### config.mk
export PLATFORM = sky130hd
export DESIGN_NAME = alu_result_logger
export DESIGN_NICKNAME = d
export VERILOG_FILES = /design/src/rtl/alu_result_logger_pkg.sv /design/src/rtl/alu_result_logger_alu_op_eval.sv /design/src/rtl/alu_result_logger.sv
export SDC_FILE = /design/constraint.sdc
export NUM_CORES = 1
export LEC_CHECK = 0
export ABC_AREA = 1
export ABC_CLOCK_PERIOD_IN_PS = 5950
export CELL_PAD_IN_SITES_DETAIL_PLACEMENT = 0
export CELL_PAD_IN_SITES_GLOBAL_PLACEMENT = 2
export CORE_AREA = 5 5 81 158
export DETAILED_ROUTE_END_ITERATION = 8
export DIE_AREA = 0 0 86 163
export HOLD_SLACK_MARGIN = 0.05
export PLACE_DENSITY = 0.86
export REMOVE_ABC_BUFFERS = 1
export SYNTH_ARGS = -nofsm -noshare
export SYNTH_HDL_FRONTEND = slang
export SYNTH_HIERARCHICAL = 1
export SYNTH_SLANG_ARGS = --single-unit
### constraint.sdc
create_clock -name clk -period 5.95 [get_ports clk]
set_input_delay 1.19 -clock clk [delete_from_list [all_inputs] [get_ports clk]]
set_output_delay 1.19 -clock clk [all_outputs]
set_load 0.01 [all_outputs]
### src/rtl/alu_result_logger_pkg.sv
// Shared types and defaults for the ALU result logger.
//   alu_op_e       : fixed ALU opcode assignments (opcodes >= 4 evaluate as XOR)
//   logger_state_e : sequencing FSM states
// Optional readback pass is enabled by defining ALU_RESULT_LOGGER_READBACK_EN.
package alu_result_logger_pkg;

  localparam int unsigned ALU_SEL_WIDTH_DEF = 2;
  localparam int unsigned ALU_NUM_OPS_DEF   = 4;

  typedef enum logic [1:0] {
    ALU_ADD = 2'd0,
    ALU_SUB = 2'd1,
    ALU_AND = 2'd2,
    ALU_OR  = 2'd3
  } alu_op_e;

  typedef enum logic [2:0] {
    ST_IDLE  = 3'd0,
    ST_WRITE = 3'd1,
    ST_READ  = 3'd2,
    ST_DRAIN = 3'd3,
    ST_DONE  = 3'd4
  } logger_state_e;

endpackage

### src/rtl/alu_result_logger_alu_op_eval.sv
// Combinational ALU evaluator shared by the write path and the readback check.
// Ports:
//   i_op       : opcode (0 ADD, 1 SUB, 2 AND, 3 OR, >=4 XOR)
//   i_a, i_b   : operands
//   o_result_c : combinational result, wraps modulo 2^width_p
module alu_op_eval
  import alu_result_logger_pkg::*;
#(
  parameter int unsigned width_p     = 8,
  parameter int unsigned sel_width_p = ALU_SEL_WIDTH_DEF
) (
  input  logic [sel_width_p-1:0] i_op,
  input  logic [width_p-1:0]     i_a,
  input  logic [width_p-1:0]     i_b,
  output logic [width_p-1:0]     o_result_c
);

  // Ordered checks keep narrow opcode widths well defined.
  always_comb begin
    o_result_c = i_a ^ i_b;
    if (i_op == sel_width_p'(ALU_ADD))      o_result_c = i_a + i_b;
    else if (i_op == sel_width_p'(ALU_SUB)) o_result_c = i_a - i_b;
    else if (i_op == sel_width_p'(ALU_AND)) o_result_c = i_a & i_b;
    else if (i_op == sel_width_p'(ALU_OR))  o_result_c = i_a | i_b;
  end

endmodule

### src/rtl/alu_result_logger.sv
// Sweeps every ALU opcode over one latched operand pair and writes each result
// to consecutive addresses of a 1RW SRAM. With ALU_RESULT_LOGGER_READBACK_EN
// defined, the results are read back and compared, counting mismatches.
// Ports:
//   clk, reset           : clock, synchronous active-high reset
//   start_i              : start request, accepted only in IDLE
//   a_i, b_i, base_addr_i: operands and first address, latched on start
//   busy_o, done_o       : busy in every non-IDLE state; one-cycle done pulse
//   err_cnt_o            : saturating readback mismatch count of the last run
//   sram_*_o, sram_rd_i  : 1RW SRAM interface (read data valid one cycle later)
module alu_result_logger
  import alu_result_logger_pkg::*;
#(
  parameter int unsigned width_p      = 8,
  parameter int unsigned addr_width_p = 9,
  parameter int unsigned num_ops_p    = ALU_NUM_OPS_DEF,
  parameter int unsigned sel_width_p  = ALU_SEL_WIDTH_DEF,
  parameter int unsigned err_width_p  = 8
) (
  input  logic                    clk,
  input  logic                    reset,
  input  logic                    start_i,
  input  logic [width_p-1:0]      a_i,
  input  logic [width_p-1:0]      b_i,
  input  logic [addr_width_p-1:0] base_addr_i,
  output logic                    busy_o,
  output logic                    done_o,
  output logic [err_width_p-1:0]  err_cnt_o,
  output logic                    sram_ce_o,
  output logic                    sram_we_o,
  output logic [addr_width_p-1:0] sram_addr_o,
  output logic [width_p-1:0]      sram_wd_o,
  output logic [width_p-1:0]      sram_w_mask_o,
  input  logic [width_p-1:0]      sram_rd_i
);

  localparam logic [sel_width_p-1:0] LastK = sel_width_p'(num_ops_p - 1);

  logger_state_e           r_state;
  logic [sel_width_p-1:0]  r_k;
  logic [width_p-1:0]      r_a;
  logic [width_p-1:0]      r_b;
  logic [addr_width_p-1:0] r_base;
  logic                    r_busy;
  logic                    r_done;
  logic                    r_ce;
  logic                    r_we;
  logic [addr_width_p-1:0] r_addr;
  logic [width_p-1:0]      r_wd;

  logic [sel_width_p-1:0]  w_k_inc;
  logic [sel_width_p-1:0]  w_wr_op;
  logic [width_p-1:0]      w_wr_a;
  logic [width_p-1:0]      w_wr_b;
  logic [width_p-1:0]      w_wr_data;

  // Outputs are registered one cycle ahead, so the evaluator works on the
  // index (and operands) that will be on the bus in the next cycle.
  assign w_k_inc = r_k + sel_width_p'(1);
  assign w_wr_op = (r_state == ST_IDLE) ? '0  : w_k_inc;
  assign w_wr_a  = (r_state == ST_IDLE) ? a_i : r_a;
  assign w_wr_b  = (r_state == ST_IDLE) ? b_i : r_b;

  alu_op_eval #(
    .width_p     (width_p),
    .sel_width_p (sel_width_p)
  ) u_wr_eval (
    .i_op       (w_wr_op),
    .i_a        (w_wr_a),
    .i_b        (w_wr_b),
    .o_result_c (w_wr_data)
  );

`ifdef ALU_RESULT_LOGGER_READBACK_EN
  logic [err_width_p-1:0] r_err;
  logic [width_p-1:0]     r_exp;
  logic                   r_cmp_vld;
  logic [width_p-1:0]     w_exp;

  // Expected value for the read currently on the bus.
  alu_op_eval #(
    .width_p     (width_p),
    .sel_width_p (sel_width_p)
  ) u_exp_eval (
    .i_op       (r_k),
    .i_a        (r_a),
    .i_b        (r_b),
    .o_result_c (w_exp)
  );

  assign err_cnt_o = r_err;
`else
  logic w_unused_rd;

  assign w_unused_rd = ^sram_rd_i;
  assign err_cnt_o   = '0;
`endif

  // Sequencer: state, index and all bus outputs in one registered process.
  always_ff @(posedge clk) begin
    if (reset) begin
      r_state   <= ST_IDLE;
      r_k       <= '0;
      r_a       <= '0;
      r_b       <= '0;
      r_base    <= '0;
      r_busy    <= 1'b0;
      r_done    <= 1'b0;
      r_ce      <= 1'b0;
      r_we      <= 1'b0;
      r_addr    <= '0;
      r_wd      <= '0;
`ifdef ALU_RESULT_LOGGER_READBACK_EN
      r_err     <= '0;
      r_exp     <= '0;
      r_cmp_vld <= 1'b0;
`endif
    end else begin
`ifdef ALU_RESULT_LOGGER_READBACK_EN
      // Compare the previous read while the next one issues.
      if (r_cmp_vld && (sram_rd_i != r_exp) && (r_err != '1)) begin
        r_err <= r_err + err_width_p'(1);
      end
`endif
      case (r_state)
        ST_IDLE: begin
          if (start_i) begin
            r_state <= ST_WRITE;
            r_k     <= '0;
            r_a     <= a_i;
            r_b     <= b_i;
            r_base  <= base_addr_i;
            r_busy  <= 1'b1;
            r_ce    <= 1'b1;
            r_we    <= 1'b1;
            r_addr  <= base_addr_i;
            r_wd    <= w_wr_data;
`ifdef ALU_RESULT_LOGGER_READBACK_EN
            r_err     <= '0;
            r_cmp_vld <= 1'b0;
`endif
          end
        end

        ST_WRITE: begin
          if (r_k == LastK) begin
            r_k  <= '0;
            r_we <= 1'b0;
`ifdef ALU_RESULT_LOGGER_READBACK_EN
            r_state <= ST_READ;
            r_addr  <= r_base;
`else
            r_state <= ST_DONE;
            r_ce    <= 1'b0;
            r_done  <= 1'b1;
`endif
          end else begin
            r_k    <= w_k_inc;
            r_addr <= r_base + addr_width_p'(w_k_inc);
            r_wd   <= w_wr_data;
          end
        end

`ifdef ALU_RESULT_LOGGER_READBACK_EN
        ST_READ: begin
          r_exp     <= w_exp;
          r_cmp_vld <= 1'b1;
          if (r_k == LastK) begin
            r_state <= ST_DRAIN;
            r_k     <= '0;
            r_ce    <= 1'b0;
          end else begin
            r_k    <= w_k_inc;
            r_addr <= r_base + addr_width_p'(w_k_inc);
          end
        end

        ST_DRAIN: begin
          r_cmp_vld <= 1'b0;
          r_state   <= ST_DONE;
          r_done    <= 1'b1;
        end
`endif

        ST_DONE: begin
          r_state <= ST_IDLE;
          r_done  <= 1'b0;
          r_busy  <= 1'b0;
        end

        default: begin
          r_state <= ST_IDLE;
          r_k     <= '0;
          r_busy  <= 1'b0;
          r_done  <= 1'b0;
          r_ce    <= 1'b0;
          r_we    <= 1'b0;
        end
      endcase
    end
  end

  assign busy_o        = r_busy;
  assign done_o        = r_done;
  assign sram_ce_o     = r_ce;
  assign sram_we_o     = r_we;
  assign sram_addr_o   = r_addr;
  assign sram_wd_o     = r_wd;
  assign sram_w_mask_o = '1;

endmodule

==> metrics, run 1 <==
status=finished clean; grt total ovfl=0; setup repair after global routing missed its margin=false; Sw Pwr=331.2 uW; XOR/XNOR Fraction of Synth Area=0.5201%; Hold Fails Final Rpt=0; DR vias/cell=4.501; GRT Overall Usage=12.22%; yosys warns=6; Critical Path AT=3.54 ns; global-route wire length before repair=13.84 mm; Setup TNS=0 ns; Final Slew Violations=0; core area=11560 um2; post-synthesis adder-cell area fraction=11.81%; Worst EP required=6.14 ns; Reg2Reg Capture Point=sram_wd_o[4]; crit-path max FO=4; dpl cells=679; number of diodes=0; Switching Share=34.16%; Area Overhead vs Synth=19.32%; Cell Pwr Density=241.3 nW/um2; met2 routed WL=4.009 mm; min Tclk post-route=3.350 ns; internal power=638.4 uW; kind of end point of the critical path=register; Longest Clk Path Bufs=2; CTS tree=yes; post-synthesis cell area=3368 um2; DRT antenna net count=0; Root Driver=clkbuf_16; initial DRC count=126; worst slack, placed=2.291 ns; sequential share of power=38.8%; Setup crit start kind=input port; antenna violations before repair=0; hold endpoint=r_b[6]; Final setup violation count=0; share of layout cells above drive strength 1=5.351%; number of buffers created by CTS=5; Via Count=3092; cts hold-fix bufs=0; highest routed layer=met4; cells after synthesis=504; VDD IR-drop max=147.0 uV; Simple-Gate Fraction of Synth Area=29.98%; reg2reg path depth=14; post-cts sizing count=0; worst hold path depth=2; FF-to-FF Start=r_state[2]; clock slew at reported path FFs=0.07 ns; post-synthesis compound-gate area fraction=13.48%; LEAKAGE=0.001880 uW; drt total wl=8.421 mm; I/O pin count=73; Setup crit start=b_i[0]; setup bufs post-CTS=0; most common cell after layout, fill and taps aside=nand2_1; Clock Latency Late Sink=0.30 ns; Slew headroom=48.39%; vias in the first global route=2963; largest family of logic cells by synthesized area=simple AND/OR/NAND/NOR gates; Max Clock Skew=0.006976 ns; wire per inst=12.26 um; setup ws final=2.600 ns; Reg2Reg Setup Slack=2.87 ns; Yosys reg bits=49; met1 wire length=3.940 mm; H-tree levels=2; Placement Rows=56; worst hold start=r_b[6]; placed wire-length estimate=6.405 mm; first drt pass iteration count=5; fmax=0.2985 GHz; clock sinks=49; most frequent cells in the layout=nand2_1 (128), inv_1 (69), dfxtp_1 (49); Port Buffer Count=48; actual slew at the worst max-slew pin=0.7733 ns; gpl congestion=0.8181; drt drc=0; Initial Util=29.13%; max-cap violation count=0; Final Power=969.6 uW; Hold Crit Class=register to register; Layout Cells excl Fill=687; post-synth cell types=34; CP Class=input port to register; syn avg cell area=6.683 um2; Seq/Total Area, Yosys=29.12%; largest net degree at the start of global routing=36; WL met3=322 um; period utilization=56.30%; Die H=163 um; Final #Nets=607; die area=14020 um2; Die W=86 um; power share of the combinational group=31.3%; clock share of power=29.9%; post-synthesis mux area share=0%
[through the flow]
step / util, % / cell area [um2] / hold slack, ns
6_report: 34.76 / 4019 / 0.4489
3_3_place_gp: 33.53 / 3876 / 0.4383
3_5_place_dp: 33.53 / 3876 / 0.4406
4_1_cts: 34.76 / 4019 / 0.4536
2_1_floorplan: - / 3207 / 0.4266
5_1_grt: 34.76 / 4019 / 0.4733
[logic make-up (layout without fill, tap and decap cells)]
family | Yosys count | count (layout)
xor gates and xnor gates | 2 | 2
adders and majority gates | 30 | 30
other | 2 | 16
and+or+nand+nor | 227 | 227
AOI/OAI and AO/OA | 85 | 85
buffers and inverters | 109 | 133
DFF | 49 | 49
[metal layers]
layer	vias up	GRT usage, %
li1	1639	-
met1	1380	15.91
met2	61	20.45
met3	12	1.873
met4	0	3.818
met5	-	0
[cells in the mapped netlist]
cell type | instances | share of area, %
o21ai_0 | 40 | 5.9
a21oi_1 | 20 | 3.0
nand2_4 | 3 | 1.0
buf_6 | 1 | 0.33
o22ai_1 | 6 | 1.1
nand3_1 | 48 | 7.1
o211ai_1 | 2 | 0.45
fa_1 | 3 | 1.8
xor2_1 | 1 | 0.26
clkinv_2 | 1 | 0.15
a31oi_1 | 2 | 0.37
ha_1 | 27 | 10
and2_1 | 1 | 0.19
nand3_2 | 1 | 0.30
nand2_1 | 128 | 14
a21o_1 | 1 | 0.22
conb_1 | 2 | 0.22
inv_2 | 6 | 0.67
o21ai_1 | 10 | 1.5
o31ai_1 | 1 | 0.22
buf_2 | 9 | 1.3
nor2_4 | 4 | 1.3
clkbuf_1 | 4 | 0.45
nor2_1 | 29 | 3.2
a21oi_2 | 1 | 0.26
nand3b_1 | 3 | 0.67
nand4_1 | 5 | 0.93
nand2_2 | 3 | 0.56
buf_4 | 19 | 4.2
xnor2_1 | 1 | 0.26
a22oi_1 | 2 | 0.45
dfxtp_1 | 49 | 29
inv_1 | 69 | 7.7
or2_2 | 2 | 0.37
[worst max-delay path by stage]
stage / to / slack, ns / cells after the start
after floorplan: sram_wd_o[4] / 3.05 / 13
after global placement: sram_wd_o[4] / 2.29 / 14
after detailed placement: sram_wd_o[4] / 2.29 / 14
after CTS: sram_wd_o[4] / 2.59 / 14
after global routing: sram_wd_o[4] / 2.38 / 14
final: sram_wd_o[4] / 2.60 / 14
[worst max-delay path, stage by stage]
cell	delay, ns
clkdlybuf4s50_1	0.45
inv_1	0.04
o21ai_0	0.38
ha_1	0.28
inv_1	0.06
fa_1	0.39
inv_1	0.09
nand2_1	0.08
a21oi_1	0.20
o21ai_0	0.10
nand3_1	0.08
nand3b_1	0.08
nand2_1	0.07
nand2_1	0.05
[flip-flops by register name (all words and copies together), names as in the netlist]
signal / flops
busy_o: 1
done_o: 1
r_a: 8
r_b: 8
r_base: 9
r_k: 2
r_state: 2
sram_addr_o: 9
sram_wd_o: 8
sram_we_o: 1
[power by group through the flow]
stage                     sequential, uW  combinational, uW  clock [uW]
final                                376                304         290
after global routing                 379                348         317
after CTS                            376                307         304
after detailed placement             384                306           0
after global placement               382                306           0
after floorplan                      389                190           0
[final cells by class]
| class | count | area [um2] |
|---|---|---|
| clock buffers | 6 | 128.9 |
| clock inverters | 2 | 13.76 |
| fillers | 1334 | 7542 |
| inverters | 76 | 286.5 |
| multi-input cells | 360 | 1939 |
| flip-flops and latches | 49 | 980.9 |
| well taps | 145 | 181.4 |
| repair buffers | 49 | 488.0 |
Power figures use the tool's default switching activity.
==> run 2: changes to the inputs <==
Settings changed: ABC_CLOCK_PERIOD_IN_PS 5950 to 3100, CORE_AREA 5 5 81 158 to 5 5 84 164, DIE_AREA 0 0 86 163 to 0 0 89 169, PLACE_DENSITY 0.86 to 0.81.
Clock period 5.95 ns to 3.1 ns, I/O delays scaled along.
==> run 2 against run 1 <==
Against the previous run:
- register-to-register slack worse by 2.6 ns
- final cell count is 2.2% higher
- critical path depth stayed put
==> metrics, run 2 (synthesis results as in run 1) <==
Via Count=3150 (+1.9%); Reg2Reg Capture Point=sram_wd_o[6]; Worst EP required=3.29 ns (-2.85 ns); Final setup violation count=0 (unchanged); Hold Crit Class=register to register; Setup crit start kind=register; CP Class=register to register; actual slew at the worst max-slew pin=0.6334 ns (-0.1399 ns); drt drc=0 (unchanged); clock slew at reported path FFs=0.07 ns (about the same); placed wire-length estimate=6.558 mm (+2.4%); GR Layer Usage met1=15.87% (-0.037 points); Die W=89 um (+3.5%); largest net degree at the start of global routing=36 (unchanged); number of buffers created by CTS=5 (unchanged); Longest Clk Path Bufs=2 (unchanged); grt met3 use=1.705% (-0.17 points); Initial Util=27.14% (-2.0 points); crit-path max FO=11 (+7); DR vias/cell=4.487 (-0.30%); M2 GR Usage=20.36% (-0.094 points); setup repair after global routing missed its margin=false; Setup TNS=0 ns (unchanged); setup bufs post-CTS=0 (unchanged); VDD IR-drop max=381.1 uV (+160%); most common cell after layout, fill and taps aside=nand2_1; LEAKAGE=0.001928 uW (+2.5%); Die H=169 um (+3.7%); hold endpoint=sram_wd_o[5]; fmax=0.3578 GHz; kind of end point of the critical path=register; Area Overhead vs Synth=22.51%; Critical Path AT=2.99 ns (-0.55 ns); min Tclk post-route=2.794 ns; Final #Nets=617 (+1.6%); worst slack, placed=0.1618 ns (-2.130 ns); GRT Max-Usage Layer=met2; reg2reg path depth=14 (unchanged); Layout Cells excl Fill=702 (+2.2%); Final Slew Violations=0 (unchanged); Reg2Reg Setup Slack=0.31 ns (-2.56 ns); setup ws final=0.3055 ns (-2.294 ns); first drt pass iteration count=4 (-1); DRT antenna net count=0 (unchanged); Root Driver=clkbuf_16; grt total ovfl=0 (unchanged); global-route wire length before repair=14.46 mm (+4.5%); Max Clock Skew=0.005415 ns (-0.001561 ns); status=finished clean; worst hold path depth=2 (unchanged); dpl cells=693 (+2.1%); gpl congestion=0.7859 (-3.9%); H-tree levels=2 (unchanged); initial DRC count=139 (+10%); Port Buffer Count=48 (unchanged); Cell Pwr Density=476.7 nW/um2 (+98%); worst hold start=sram_wd_o[5]; core area=12410 um2 (+7.3%); FF-to-FF Start=r_state[2]; CTS tree=yes; clock sinks=49 (unchanged); vias in the first global route=3037 (+2.5%); antenna violations before repair=0 (unchanged); GRT Overall Usage=12.14% (-0.082 points); Slew headroom=57.62% (+9.2 points); most frequent cells in the layout=nand2_1 (128), inv_1 (68), dfxtp_1 (49); share of layout cells above drive strength 1=7.246% (+1.9 points); Placement Rows=58 (+3.6%); Clock Latency Late Sink=0.30 ns (about the same); period utilization=90.14%; Hold Fails Final Rpt=0 (unchanged); drt total wl=8.807 mm (+4.6%); wire per inst=12.55 um (+2.3%); number of diodes=0 (unchanged); max-cap violation count=0 (unchanged); I/O pin count=73 (unchanged); die area=15040 um2 (+7.3%)
run 2: cell types whose count changed in the layout (fill, tap and decap cells not counted), sizes merged:
cell	before	now
inv	76	74
buf	1	10
bufinv	0	1
clkinvlp	0	2
run 2: power by group:
group	switching, uW	total [uW]	internal, uW
sequential	32.3	720	688
clock	260	643	383
combinational	355	603	248
total	647	1970	1320
run 2: worst max path at each step:
stage                     from      endpoint  slack [ns]
floorplan           r_state[2]  sram_wd_o[4]        0.54
global placement        a_i[0]  sram_wd_o[4]        0.18
detailed placement      b_i[0]  sram_wd_o[4]        0.16
CTS                 r_state[2]  sram_wd_o[6]        0.25
global route        r_state[2]  sram_wd_o[6]        0.01
finish              r_state[2]  sram_wd_o[6]        0.31
run 2: what timing repair did:
action,in CTS,in global routing
resized for setup,0,3
hold buffers,0,0
setup endpoints to repair,0,3
run 2: final cells by class:
cell class	count	area [um2]
clock inverter	2	38.79
fill	1392	8283
clock buffer	6	128.9
multi-input combinational	360	1939
sequential	49	980.9
timing repair inverter	1	5.005
inverter	76	290.3
tap	150	187.7
timing repair buffer	58	555.5
run 2: worst max-delay path: stages, from the launching register on:
cell and delay [ns]:
dfxtp_1 0.37, nor2_4 0.27, clkinvlp_4 0.26, buf_4 0.23, o21ai_0 0.24, inv_1 0.11
ha_1 0.44, inv_2 0.10, a21o_1 0.21, nand2_2 0.08, nand4_1 0.08, nand3_1 0.09
nand3_1 0.09, nand2_1 0.08, nand2_1 0.05
run 2: metal layers:
metal	share of wire, %	vias up
li1	-	1667
met4	1.5	0
met5	0	-
met2	49	56
met1	46	1418
met3	3.7	9
run 2: per-stage QoR:
stage	hold WS (ns)	utilization [%]	total power (uW)	area, um2
after global routing	0.4756	33.25	2113	4126
after global placement	0.4363	31.83	1337	3950
after floorplan	0.4266	-	1112	3207
after CTS	0.4526	33.18	2002	4118
after detailed placement	0.4394	31.83	1341	3950
final	0.4503	33.25	1967	4126
==> run 3: changes to the inputs <==
Settings changed: ABC_CLOCK_PERIOD_IN_PS 3100 to default.
==> results of run 3 <==
No change in the layout: final DEF, timing and power equal those of run 2.
==> RTL edit 1, RTL diff (config.mk and constraints of run 3) <==
The parameter `err_width_p` goes from 8 to 6.
--- a/src/rtl/alu_result_logger.sv
+++ b/src/rtl/alu_result_logger.sv
@@ -16,5 +16,5 @@
   parameter int unsigned num_ops_p    = ALU_NUM_OPS_DEF,
   parameter int unsigned sel_width_p  = ALU_SEL_WIDTH_DEF,
-  parameter int unsigned err_width_p  = 8
+  parameter int unsigned err_width_p  = 6
 ) (
   input  logic                    clk,
Interface: changed (resized err_cnt_o); port bits go from 73 to 71. No check against the original RTL was run, so the function may have changed too.
==> RTL edit 1 against run 3 <==
  * Synthesized cell count down 0.40%
  * Sequential cell count did not move
  * First-iteration DRC count fell by 12%
  * Power down 5.0%
  * Routed wire length fell by 0.22%
  * Setup slack got worse by 0.037 ns
  * Area after synthesis down 0.45%
  * Clock skew decreased by 0.0013 ns
  * Cell area decreased by 1.5%
  * Combinational power is 1% lower
  * Via count decreased by 1.4%
  * Clock power down 14%
  * Critical endpoint is now sram_wd_o[4]
  * Largest power group unchanged
==> RTL edit 1: results (changes against run 3) <==
* Mean post-synth cell area at 6.68 µm² (about the same)
* Slowest CP cell: fa_1 (was ha_1)
* R2r worst-path depth at 15 (was 14)
* TritonCTS buffer count at 5 (unchanged)
* Wl on met1 at 4.04 mm (was 4.02 mm)
* Hold endpoint: r_b[6] (was sram_wd_o[5])
* Met3 wire len at 291 µm (was 329 µm)
* Number of synthesis warnings at 6 (unchanged)
* Slew @ Worst Pin at 0.667 ns (was 0.633 ns)
* # diodes at 0 (unchanged)
* Highest metal used: met4 (unchanged)
* Count of cell types in the netlist at 34 (unchanged)
* Vias in the first global route at 3004 (was 3037)
* Delay-heaviest family, CP: simple AND/OR/NAND/NOR gates (unchanged)
* Clock transition at path regs at 0.07 ns (about the same)
* Iteration-0 DRC Markers at 123 (was 139)
* Setup crit end: sram_wd_o[4] (was sram_wd_o[6])
* Seq pwr at 721 µW (was 720 µW)
* WL per Instance at 12.6 µm (was 12.5 µm)
* Worst slack, placed at 0.183 ns (was 0.162 ns)
* Critical Path Max Stage Delay at 0.40 ns (was 0.44 ns)
* Post-DP HPWL at 6.58 mm (was 6.56 mm)
* Pint at 1230 µW (was 1320 µW)
* Hold_ws at 0.449 ns (was 0.450 ns)
* Setup ws final at 0.269 ns (was 0.306 ns)
* Sequential-to-total area share from yosys stat at 0.293 (was 0.291)
* Final nets at 611 (was 617)
* Detailed-route vias per instance at 4.46 (was 4.49)
* Hold Path Depth at 2 (unchanged)
* All-layer global routing usage at 0.119 (was 0.121)
* Synth area leaders: dfxtp_1 29%, nand2_1 14%, ha_1 10% (unchanged)
* Met2 routed WL at 4.34 mm (was 4.32 mm)
* Placed cell areas at 0.00391 mm² (was 0.00395 mm²)
* M3 GR Usage at 0.0175 (was 0.0170)
* GPL Wtd Cong at 0.785 (was 0.786)
* Clk buf depth at 2 (unchanged)
* H-tree depth at 2 (unchanged)
* Clk_skew at 0.00408 ns (was 0.00542 ns)
* Placed instance count at 686 (was 693)
* Hold/Removal Path Class: flop to flop (unchanged)
* Max FO, Critical Path at 12 (was 11)
* Clk_lat worst skew at 0.29 ns
* Comb power at 596 µW (was 603 µW)
* Yosys top cell by area: dfxtp_1 (unchanged)
* Wire length of the first global-routing pass at 14.4 mm (was 14.5 mm)
* Final wirelength at 8.79 mm (was 8.81 mm)
* Peak supply drop at 0.000263 V (was 0.000381 V)
* Clk root buf: clkbuf_16 (unchanged)
* Status: completed (unchanged)
* Antenna violations before repair at 0 (unchanged)
* Leakage power at 0.00189 µW (was 0.00193 µW)
* Global Route met1 Usage at 0.156 (was 0.159)
* Detailed Routing Iterations Pass 1 at 5 (was 4)
* Critical Path AT at 3.02 ns (was 2.99 ns)
* Hold Crit Start: r_b[6] (was sram_wd_o[5])
* GR Layer Usage met2 at 0.202 (was 0.204)
* Layout cells sized above 1 at 0.0659 (was 0.0725)
## RTL edit 1: per-stage QoR
stage | total power [µW] | utilization
final | 1870 | 0.327
after global routing | 2010 | 0.327
after CTS | 1900 | 0.326
after detailed placement | 1330 | 0.315
after global placement | 1330 | 0.315
after floorplan | 1110 | -
## RTL edit 1: repair_timing
action	4_1_cts	5_1_grt
gates resized for setup	0	2
setup buffers	0	0
endpoints found under the setup margin	0	1
## RTL edit 1: area by class of cell
cell class	count	area (µm²)
repair buffers	53	518
fillers	1387	8350
clock buffers	6	129
repair inverters	2	12.5
well taps	150	188
inverters	76	290
flip-flops and latches	49	981
clock inverters	2	13.8
multi-input cells	358	1930
## RTL edit 1: cell families (layout without fill, tap and decap cells)
family | after synthesis | in the layout | synth area share
flops | 49 | 49 | 0.293
buf+inv | 107 | 139 | 0.145
other cells | 2 | 14 | 0.00224
fa+ha+maj | 30 | 30 | 0.119
compound gates | 85 | 85 | 0.135
simple gates | 227 | 227 | 0.301
xor+xnor | 2 | 2 | 0.00522
==> RTL edit 2, RTL diff (config.mk and constraints of run 3) <==
Without the edit above. Register the inputs `start_i`, `a_i`, `b_i` and `base_addr_i` before use, without a reset. The logic sees them one clock later. The other inputs are not delayed to match.
--- a/src/rtl/alu_result_logger.sv
+++ b/src/rtl/alu_result_logger.sv
@@ -37,4 +37,16 @@
   localparam logic [sel_width_p-1:0] LastK = sel_width_p'(num_ops_p - 1);
 
+  logic start_q;
+  logic [width_p-1:0] a_q;
+  logic [width_p-1:0] b_q;
+  logic [addr_width_p-1:0] base_addr_q;
+
+  always_ff @(posedge clk) begin
+    start_q     <= start_i;
+    a_q         <= a_i;
+    b_q         <= b_i;
+    base_addr_q <= base_addr_i;
+  end
+
   logger_state_e           r_state;
   logic [sel_width_p-1:0]  r_k;
@@ -59,6 +71,6 @@
   assign w_k_inc = r_k + sel_width_p'(1);
   assign w_wr_op = (r_state == ST_IDLE) ? '0  : w_k_inc;
-  assign w_wr_a  = (r_state == ST_IDLE) ? a_i : r_a;
-  assign w_wr_b  = (r_state == ST_IDLE) ? b_i : r_b;
+  assign w_wr_a  = (r_state == ST_IDLE) ? a_q : r_a;
+  assign w_wr_b  = (r_state == ST_IDLE) ? b_q : r_b;
 
   alu_op_eval #(
@@ -125,14 +137,14 @@
       case (r_state)
         ST_IDLE: begin
-          if (start_i) begin
+          if (start_q) begin
             r_state <= ST_WRITE;
             r_k     <= '0;
-            r_a     <= a_i;
-            r_b     <= b_i;
-            r_base  <= base_addr_i;
+            r_a     <= a_q;
+            r_b     <= b_q;
+            r_base  <= base_addr_q;
             r_busy  <= 1'b1;
             r_ce    <= 1'b1;
             r_we    <= 1'b1;
-            r_addr  <= base_addr_i;
+            r_addr  <= base_addr_q;
             r_wd    <= w_wr_data;
 `ifdef ALU_RESULT_LOGGER_READBACK_EN
Function: changed (a bounded check fails within 4 cycles, from zero or initial values and one cycle with reset high).
==> RTL edit 2 against run 3 <==
  * Clock skew is essentially flat
  * Cell area grew 16%
  * Sequential cell count grew 26
  * Area after synthesis grew 17%
  * Non-clock buffer count shrank 3
  * First-iteration DRC count grew 37%
  * Power grew 40%
  * Setup slack gained 0.059 ns
  * Count of clock-buffer cells in the layout grew 5
  * Critical path type unchanged
  * Routed wire length grew 4.0%
==> RTL edit 2: results (changes against run 3) <==
* Status: completed (unchanged)
* Final wirelength at 9.16 mm (was 8.81 mm)
* Sw Ratio at 0.290 (was 0.329)
* Peak supply drop at 0.000308 V (was 0.000381 V)
* Vias at 3244 (was 3150)
* Worst slack, placed at 0.346 ns (was 0.162 ns)
* Largest net degree at the start of global routing at 36 (unchanged)
* Wire length of the first global-routing pass at 15.6 mm (was 14.5 mm)
* Synth area leaders: dfxtp_1 38%, nand2_1 12%, ha_1 8.6% (was dfxtp_1 29%, nand2_1 14%, ha_1 10%)
* Adder-cell share of the synthesized area at 0.101 (was 0.118)
* Critical Path AT at 2.96 ns (was 2.99 ns)
* Clk_skew at 0.00550 ns (was 0.00542 ns)
* Iteration-0 DRC Markers at 191 (was 139)
* Mean post-synth cell area at 7.35 µm² (was 6.68 µm²)
* Leakage power at 0.00222 µW (was 0.00193 µW)
* Hold endpoint: r_b[7] (was sram_wd_o[5])
* Max FO, Critical Path at 20 (was 11)
* Post-Synth XOR/XNOR Area at 0.00223 (was 0.00520)
* Hold Crit Start: r_b[7] (was sram_wd_o[5])
* Largest family of logic cells by synthesized area: simple AND/OR/NAND/NOR gates (unchanged)
* Placed instance count at 720 (was 693)
* Worst slew margin at 0.620 (was 0.576)
* R2r setup slk at 0.36 ns (was 0.31 ns)
* TritonCTS buffer count at 9 (was 5)
* Critical Path Max Stage Delay at 0.42 ns (was 0.44 ns)
* Detailed-route vias per instance at 4.41 (was 4.49)
* Final nets at 647 (was 617)
* All-layer global routing usage at 0.132 (was 0.121)
* H-tree depth at 3 (was 2)
* Post-synthesis compound-gate area fraction at 0.111 (was 0.135)
* Placed cell areas at 0.00448 mm² (was 0.00395 mm²)
* # diodes at 0 (unchanged)
* Layout cells sized above 1 at 0.0870 (was 0.0725)
* Sequential-to-total area share from yosys stat at 0.382 (was 0.291)
* Hold_ws at 0.450 ns (about the same)
* Clk_lat worst skew at 0.33 ns (was 0.30 ns)
* Synth top cells by count: 126 x nand2_1, 75 x dfxtp_1, 68 x inv_1 (was 128 x nand2_1, 69 x inv_1, 49 x dfxtp_1)
* GPL Wtd Cong at 0.817 (was 0.786)
* Achievable clock frequency at 366 MHz (was 358 MHz)
* Post-DP HPWL at 6.57 mm (was 6.56 mm)
[RTL edit 2: area by class of cell]
cell class / instances / area [µm²]
well taps: 150 / 188
clock inverters: 5 / 58.8
multi-input cells: 365 / 1970
repair buffers: 55 / 533
fillers: 1333 / 7620
flip-flops and latches: 75 / 1500
inverters: 75 / 287
clock buffers: 11 / 253
[RTL edit 2: critical path, delay by kind of cell (launching register included)]
kind / cells / cell delay [ns]
AOI/OAI and AO/OA: 1 / 0.31
adders and majority gates: 1 / 0.42
buffers and inverters: 3 / 0.50
DFF: 1 / 0.34
and+or+nand+nor: 9 / 1.05
[RTL edit 2: per-layer routing]
layer / global-route usage / part of all wire
met5: 0 / 0
met4: 0.0570 / 0.021
met3: 0.0253 / 0.043
met2: 0.213 / 0.47
met1: 0.170 / 0.47
[RTL edit 2: power groups by stage]
stage               Combinational (µW)  Clock (µW)  Sequential, µW
detailed placement                 603           0            1100
CTS                                606        1120            1080
global placement                   603           0            1100
floorplan                          372           0            1110
global route                       688        1160            1090
finish                             598        1070            1080
